==> src/rtl/bank_stream_reader.sv <==
// bank_stream_reader: walks the enabled channels of a banked sample RAM after an
// acquisition-complete falling edge and streams a header plus the data words of
// each channel over a valid/ready interface.
// Optional build macro BANK_STREAM_READER_CSUM_EN appends an XOR checksum word
// after the data of every channel with a non-zero length.
module bank_stream_reader #(
  parameter int unsigned NUM_BANKS    = 4,
  parameter int unsigned VCH_PER_BANK = 4,
  parameter int unsigned DATA_W       = 32,
  parameter int unsigned LEN_W        = 8,
  localparam int unsigned NUM_CH      = NUM_BANKS * VCH_PER_BANK,
  localparam int unsigned VCH_W       = (VCH_PER_BANK > 1) ? $clog2(VCH_PER_BANK) : 1
) (
  input  logic                          clk,
  input  logic                          rst_n,
  input  logic                          i_complite,
  input  logic [NUM_CH-1:0]             i_chn_mask,
  output logic [VCH_W-1:0]              o_rd_vchn,
  input  logic [NUM_BANKS*LEN_W-1:0]    i_data_len,
  input  logic [NUM_BANKS*DATA_W-1:0]   i_rd_data,
  output logic [LEN_W-1:0]              o_rd_addr,
  output logic [DATA_W-1:0]             o_out_data,
  output logic                          o_out_vld,
  input  logic                          i_out_rdy,
  output logic                          o_busy,
  output logic                          o_overrun
);

  // Channel counter runs one past the last channel to mark end of frame.
  localparam int unsigned CH_W  = $clog2(NUM_CH + 1);
  localparam int unsigned SEQ_W = 8;

  typedef enum logic [2:0] {
    S_IDLE,
    S_NEXT,
    S_HDR,
    S_RADDR,
    S_RWAIT,
    S_DATA
`ifdef BANK_STREAM_READER_CSUM_EN
    , S_CSUM
`endif
  } state_t;

  state_t              state_q, state_d;
  logic                cpl_q;
  logic [SEQ_W-1:0]    seq_q, seq_d;
  logic [CH_W-1:0]     ch_q, ch_d;
  logic [NUM_CH-1:0]   mask_q, mask_d;
  logic [LEN_W-1:0]    len_q, len_d;
  logic [LEN_W-1:0]    addr_d;
  logic [VCH_W-1:0]    vchn_d;
  logic [DATA_W-1:0]   data_d;
  logic                vld_d;
  logic                busy_d;
  logic                overrun_d;
  logic                start_c;
`ifdef BANK_STREAM_READER_CSUM_EN
  logic [DATA_W-1:0]   csum_q, csum_d;
`endif

  assign start_c = cpl_q & ~i_complite;

  // State and datapath registers.
  always_ff @(posedge clk or negedge rst_n) begin
    if (!rst_n) begin
      state_q    <= S_IDLE;
      cpl_q      <= 1'b0;
      seq_q      <= '0;
      ch_q       <= '0;
      mask_q     <= '0;
      len_q      <= '0;
      o_rd_addr  <= '0;
      o_rd_vchn  <= '0;
      o_out_data <= '0;
      o_out_vld  <= 1'b0;
      o_busy     <= 1'b0;
      o_overrun  <= 1'b0;
`ifdef BANK_STREAM_READER_CSUM_EN
      csum_q     <= '0;
`endif
    end else begin
      state_q    <= state_d;
      cpl_q      <= i_complite;
      seq_q      <= seq_d;
      ch_q       <= ch_d;
      mask_q     <= mask_d;
      len_q      <= len_d;
      o_rd_addr  <= addr_d;
      o_rd_vchn  <= vchn_d;
      o_out_data <= data_d;
      o_out_vld  <= vld_d;
      o_busy     <= busy_d;
      o_overrun  <= overrun_d;
`ifdef BANK_STREAM_READER_CSUM_EN
      csum_q     <= csum_d;
`endif
    end
  end

  // Next-state and next-output decode.
  always_comb begin
    state_d   = state_q;
    seq_d     = seq_q;
    ch_d      = ch_q;
    mask_d    = mask_q;
    len_d     = len_q;
    addr_d    = o_rd_addr;
    vchn_d    = o_rd_vchn;
    data_d    = o_out_data;
`ifdef BANK_STREAM_READER_CSUM_EN
    csum_d    = csum_q;
`endif
    overrun_d = start_c && (state_q != S_IDLE);

    case (state_q)
      S_IDLE: begin
        if (start_c) begin
          mask_d  = i_chn_mask;
          seq_d   = seq_q + SEQ_W'(1);
          ch_d    = '0;
          state_d = S_NEXT;
        end
      end
      S_NEXT: begin
        if (ch_q == CH_W'(NUM_CH)) begin
          state_d = S_IDLE;
        end else if (|(mask_q & (NUM_CH'(1) << ch_q))) begin
          len_d   = LEN_W'(i_data_len >> (LEN_W * (32'(ch_q) / VCH_PER_BANK)));
          addr_d  = '0;
          vchn_d  = VCH_W'(32'(ch_q) % VCH_PER_BANK);
          data_d  = '0;
          data_d[31:0] = {seq_q, 8'(ch_q), 16'(len_d)};
`ifdef BANK_STREAM_READER_CSUM_EN
          csum_d  = '0;
`endif
          state_d = S_HDR;
        end else begin
          ch_d = ch_q + CH_W'(1);
        end
      end
      S_HDR: begin
        if (i_out_rdy) begin
          if (len_q != '0) begin
            state_d = S_RADDR;
          end else begin
            ch_d    = ch_q + CH_W'(1);
            state_d = S_NEXT;
          end
        end
      end
      S_RADDR: begin
        state_d = S_RWAIT;
      end
      // RAM output for the address presented in RADDR is valid here.
      S_RWAIT: begin
        data_d  = DATA_W'(i_rd_data >> (DATA_W * (32'(ch_q) / VCH_PER_BANK)));
        state_d = S_DATA;
      end
      S_DATA: begin
        if (i_out_rdy) begin
`ifdef BANK_STREAM_READER_CSUM_EN
          csum_d = csum_q ^ o_out_data;
`endif
          // len_q >= 1 here, so len_q-1 cannot underflow and addr never wraps.
          if (o_rd_addr < len_q - LEN_W'(1)) begin
            addr_d  = o_rd_addr + LEN_W'(1);
            state_d = S_RADDR;
          end else begin
`ifdef BANK_STREAM_READER_CSUM_EN
            data_d  = csum_q ^ o_out_data;
            state_d = S_CSUM;
`else
            ch_d    = ch_q + CH_W'(1);
            state_d = S_NEXT;
`endif
          end
        end
      end
`ifdef BANK_STREAM_READER_CSUM_EN
      S_CSUM: begin
        if (i_out_rdy) begin
          ch_d    = ch_q + CH_W'(1);
          state_d = S_NEXT;
        end
      end
`endif
      default: begin
        state_d = S_IDLE;
      end
    endcase

    vld_d = (state_d == S_HDR) || (state_d == S_DATA)
`ifdef BANK_STREAM_READER_CSUM_EN
            || (state_d == S_CSUM)
`endif
            ;
    busy_d = (state_d != S_IDLE);
  end

endmodule

==> config.mk <==
export PLATFORM = sky130hd
export DESIGN_NAME = bank_stream_reader
export DESIGN_NICKNAME = d
export VERILOG_FILES = /design/src/rtl/bank_stream_reader.sv
export SDC_FILE = /design/constraint.sdc
export NUM_CORES = 1
export LEC_CHECK = 0
export BUFFER_PORTS_ARGS = -buffer_cell sky130_fd_sc_hd__buf_4
export CORE_ASPECT_RATIO = 1.4
export CORE_MARGIN = 2
export CORE_UTILIZATION = 30
export DETAILED_ROUTE_END_ITERATION = 6
export PLACE_DENSITY_LB_ADDON = 0.3
export SLEW_MARGIN = 20
export SYNTH_ARGS = -nofsm -noshare
export SYNTH_HDL_FRONTEND = slang
export SYNTH_SLANG_ARGS = --single-unit
==> constraint.sdc <==
create_clock -name clk -period 5.06 [get_ports clk]
set_input_delay 0.759 -clock clk [delete_from_list [all_inputs] [get_ports clk]]
set_output_delay 0.759 -clock clk [all_outputs]
set_load 0.05 [all_outputs]
### After elaboration in Yosys (flattened, before gate mapping)

Index checks and enable logic that the tools add are counted.

| operators by class | value |
|---|---|
| $add $sub $neg | 4 |
| div/mod/pow operators | 0 |
| multipliers | 0 |
| reductions and logical operators | 15 |
| shifts and indexed selects | 3 |
| equal/unequal tests | 17 |
| bitwise operators | 4 |
| muxes and demuxes | 24 |
| order comparisons | 1 |

Operators by type and width:

| operator | number |
|---|---|
| >> shifter 128 x 8 -> 32 bit | 1 |
| two-way mux 32 bit | 2 |
| one-hot mux 32 bit (2 select lines) | 1 |
| two-way mux 5 bit | 7 |
| two-way mux 8 bit | 4 |
| >> shifter 32 x 6 -> 8 bit | 1 |
| one-hot mux 5 bit (4 select lines) | 1 |
| inequality test 2 bit (second input constant) | 9 |
| one-hot mux 3 bit (6 select lines) | 1 |
| adder 8 x 1 -> 8 bit (second input constant) | 2 |
| AND 16 bit | 1 |
| one-hot mux 8 bit (2 select lines) | 1 |
| OR reduction 16 bit | 1 |
| left shift 1 x 5 -> 16 bit (first input constant) | 1 |
| two-way mux 3 bit | 5 |
| equality test 3 x 2 -> 1 bit (second input constant) | 3 |
| equality test 3 bit (second input constant) | 3 |
| less-than comparator 8 bit | 1 |
| AND reduction 8 bit | 1 |
| nonzero test 8 bit | 1 |
| subtractor 8 x 1 -> 8 bit (second input constant) | 1 |
| AND reduction 3 bit | 2 |
| nonzero test 3 bit | 2 |
| adder 5 x 1 -> 5 bit (second input constant) | 1 |
| other kinds (12) | 15 |

| word-level totals | value |
|---|---|
| bits in latches | 0 |
| memories kept | 0 |
| bits in registers | 86 |
| logic and storage cells | 80 |
| output and inout bits | 45 |
| bits in read-only memories | 0 |
| bits in writable memories | 0 |

### Depth between registers and ports, before layout

| depth | value |
|---|---|
| word-level depth | 8 |
| depth in mapped cells | 13 |

### Least setup slack after synthesis

OpenSTA, ideal clock, no wires.

| timing | value |
|---|---|
| kind | flip-flop to flip-flop |
| start point | register len_q[5] |
| end point | register ch_q[0] |
| setup slack | 2265 ps |
| stages on the path, launching flop included | 12 |
| path buffers | 1 |
| library setup time | 126 ps |
| arrival | 2669 ps |
| cells stage by stage | dfrtp_1 > or4_1 > nor4_1 > xnor2_1 > ha_1 > nand3_1 > a21o_1 > o21ai_1 > nor2_1 > or3_1 > buf_2 > mux2i_1 |

| between the ends | value |
|---|---|
| cells in the longest elaborated chain, start to end | 4 |
| elaborated cells between the ends (all ways) | 6 |
| those cells by class | 1 x add/sub; 1 x order compare; 2 x eq/ne; 2 x reduce/logical |

Ends and longest elaborated chain:

| element | RTL line | source |
|---|---|---|
| from (decl) | 50 | `logic [LEN_W-1:0] len_q, len_d;` |
| from (signal assigned) | 88 | `len_q <= len_d;` |
| subtractor 8 x 1 -> 8 bit | 166 | `if (o_rd_addr < len_q - LEN_W'(1)) begin` |
| less-than comparator 8 bit | 166 |  |
| inequality test 2 bit (no line) | -- |  |
| AND reduction 8 bit (no line) (*) | -- |  |
| to (signal assigned) | 86 | `ch_q <= ch_d;` |
| to (decl) | 48 | `logic [CH_W-1:0] ch_q, ch_d;` |

Every way passes the cells marked *; elsewhere a longest branch is shown, timed or not.
A chain may end at the register's enable or synchronous reset.

### Worst setup path after layout

| timing | value |
|---|---|
| start point | register len_q[5] |
| end point | register ch_q[2] |

Same word-level chain as after synthesis.

==> results.txt <==
status = completed
peak supply drop = 193 uV
mux cell area share after synthesis = 18.5%
min Tclk post-route = 3.11 ns
Rel. slew slack = 28.1%
Bufs on Longest Clock Path = 2
Vias/cell = 5.09
first-pass GRT wire length = 27500 um
post-placement cell count = 930
CP Class = register to register
via count = 4814
FP Rows = 57
Cells after Synth = 501
share of layout cells above drive strength 1 = 41.4%
dpl hpwl = 13500 um
vias in the first global route = 5169
width of the die = 116 um
XOR/XNOR Fraction of Synth Area = 2.17%
gr ovfl total = 0
most common cell after layout, fill and taps aside = buf_4
Initial Util = 30.4%
Hold Worst Slack = 0.392 ns
cts bufs inserted = 9
Top Ports = 225
Remaining DRCs = 0
Synth Area in Compound Gates = 11.1%
crit share post-route = 61.4%
CP required = 5.29 ns
antenna violations before repair = 0
Syn Nets = 698
launching element type of the critical path = register
final core occ = 42.9%
unrepaired setup endpoints after global routing = false
post-synthesis adder-cell area fraction = 4.05%
Pwr Density = 535 nW/um^2
Die H = 160 um
synthesized area = 5250 sq um
prevailing post-synth register cell = dfrtp_1
postcts setup bufs = 0
largest net degree at the start of global routing = 51
hold crit path type = primary input to asynchronous set/reset pin
Cell variety after synth = 53
hold_buf cts = 0
DR iter-0 viols = 186
TritonCTS clock tree = built
final number of max-transition violations = 0
DRT Pass-1 Iters = 4
register area share after synthesis = 41.0%
worst-path maximum fanout = 6
total clock sinks = 86
ys async rst share = 100%
global placement routability congestion = 0.922
Synth Area per Inst = 10.5 sq um
Worst Setup End Kind = register
Worst EP arrival = 3.33 ns
Max Freq = 322 MHz
fin cells = 946
GRT Overall Usage = 19.1%
later-pin clock latency in the skew report = 0.34 ns
fillers = 1731
Post-synth EDFFs = 0
synth-to-layout area growth = 41.1%
drt wl/cell = 18.3 um
Port Buffers = 224
setup violators final = 0
Finished Cell Area = 7400 sq um
Leak = 3.45 nW
Total Neg Setup Slack = 0 ns
H-tree depth = 3
clock transition at the registers of the reported paths = 0.07 ns
Max Cap Viol = 0
final setup skew = 0.00589 ns
core area = 17300 sq um
Synth Register Bits = 86
largest family of logic cells by synthesized area = simple AND/OR/NAND/NOR gates
CTS root buf = clkbuf_16
most frequent cells in the layout = 228 x buf_4, 98 x nand2_1, 84 x dfrtp_1, 38 x mux4_2, 33 x nand3_1
final WL = 17300 um
die footprint = 18600 sq um
Nets = 902
Slew @ Worst Pin = 1.08 ns
DP Area = 7090 sq um
Routed Antenna Nets = 0
# resized after CTS = 0
synth warn = 0
Final Hold Vio Count = 0
Simple-Gate Fraction of Synth Area = 19.3%
# diodes = 0
## path summary, 6_finish.rpt
kind                          start            end  slack (ns)  depth (start not counted)
min in group clk           seq_q[7]       seq_q[7]        0.47                          1
hold / removal                rst_n  o_out_data[0]        0.39                          1
setup reg to reg           len_q[5]        ch_q[2]        1.95                         10
setup / recovery           len_q[5]        ch_q[2]        1.95                         10
hold reg to reg            seq_q[7]       seq_q[7]        0.47                          1
max in group asynchronous     rst_n        ch_q[3]        3.63                          2
## worst max-delay path, stage by stage (launching register included)
cell,delay [ns]
dfrtp_1,0.41
or4_1,0.59
nor4_1,0.26
xnor2_1,0.12
ha_1,0.30
nand3_1,0.08
a21o_1,0.17
o21ai_1,0.34
nor2_1,0.12
or3_1,0.45
mux2i_1,0.16
## Yosys cell counts, types with 3 or more instances
library cell,instances,area [sq um]
a21o_1,10,75.1
a21oi_1,14,70.1
a22oi_1,4,30.0
a32o_1,12,120
and2_1,6,37.5
and3_1,6,37.5
buf_2,10,50.1
clkbuf_1,19,71.3
dfrtp_1,86,2150
ha_1,17,213
inv_1,9,33.8
mux2i_1,9,90.1
mux4_2,38,856
nand2_1,99,372
nand2b_1,4,25.0
nand3_1,33,165
nand3b_1,6,45.0
nand4_1,5,31.3
nor2_1,15,56.3
nor2b_1,3,18.8
nor3_1,8,40.0
nor3b_1,7,52.6
nor4_1,3,18.8
o211ai_1,3,22.5
o21a_1,3,22.5
o21ai_0,14,70.1
o22ai_1,3,18.8
o31ai_1,4,30.0
or3_1,4,25.0
or4_1,4,30.0
xnor2_1,11,96.3
## layout make-up
class	count	area (sq um)	area share, %
repair buffers	228	1710	23.1
multi-input cells	370	2900	39.1
clock inverters	6	70.1	0.946
well taps	236	295	3.99
clock buffers	10	239	3.23
inverters	10	37.5	0.507
flip-flops and latches	86	2150	29.1
## state kept, by name (all words and copies together), names as in the netlist, 2 cells and up
register    count
seq_q           8
o_rd_vchn       2
o_rd_addr       8
o_out_data     32
mask_q         16
ch_q            5
state_q         3
len_q           8
## per-layer routing
layer	up-vias	wire length, um	track usage (%)
met5	-	0	0
met4	0	333	6.17
met3	22	1050	4.42
met2	155	9160	32.6
met1	2387	6780	23.7
li1	2250	-	-
## per-stage QoR
step                worst slack, ns  power, mW
finish                         1.95       3.96
global route                   1.73       4.21
CTS                            1.94       3.99
detailed placement             1.96       3.29
global placement               2.01       3.24
floorplan                      2.27       2.65
## power by group
part / total [mW] / internal [mW] / switching [mW] / leakage [nW]
clock network: 0.692 / 0.399 / 0.293 / 0.141
registers: 1.20 / 0.952 / 0.243 / 1.10
logic: 2.07 / 0.820 / 1.25 / 2.20
total: 3.96 / 2.17 / 1.79 / 3.45
## cells by family after synthesis
kind of cell | count (synthesis)
and+or+nand+nor | 210
DFF | 86
AOI/OAI and AO/OA | 81
muxes | 49
buffers and inverters | 45
adders and majority gates | 17
xor gates and xnor gates | 13
Power figures use the tool's default switching activity.
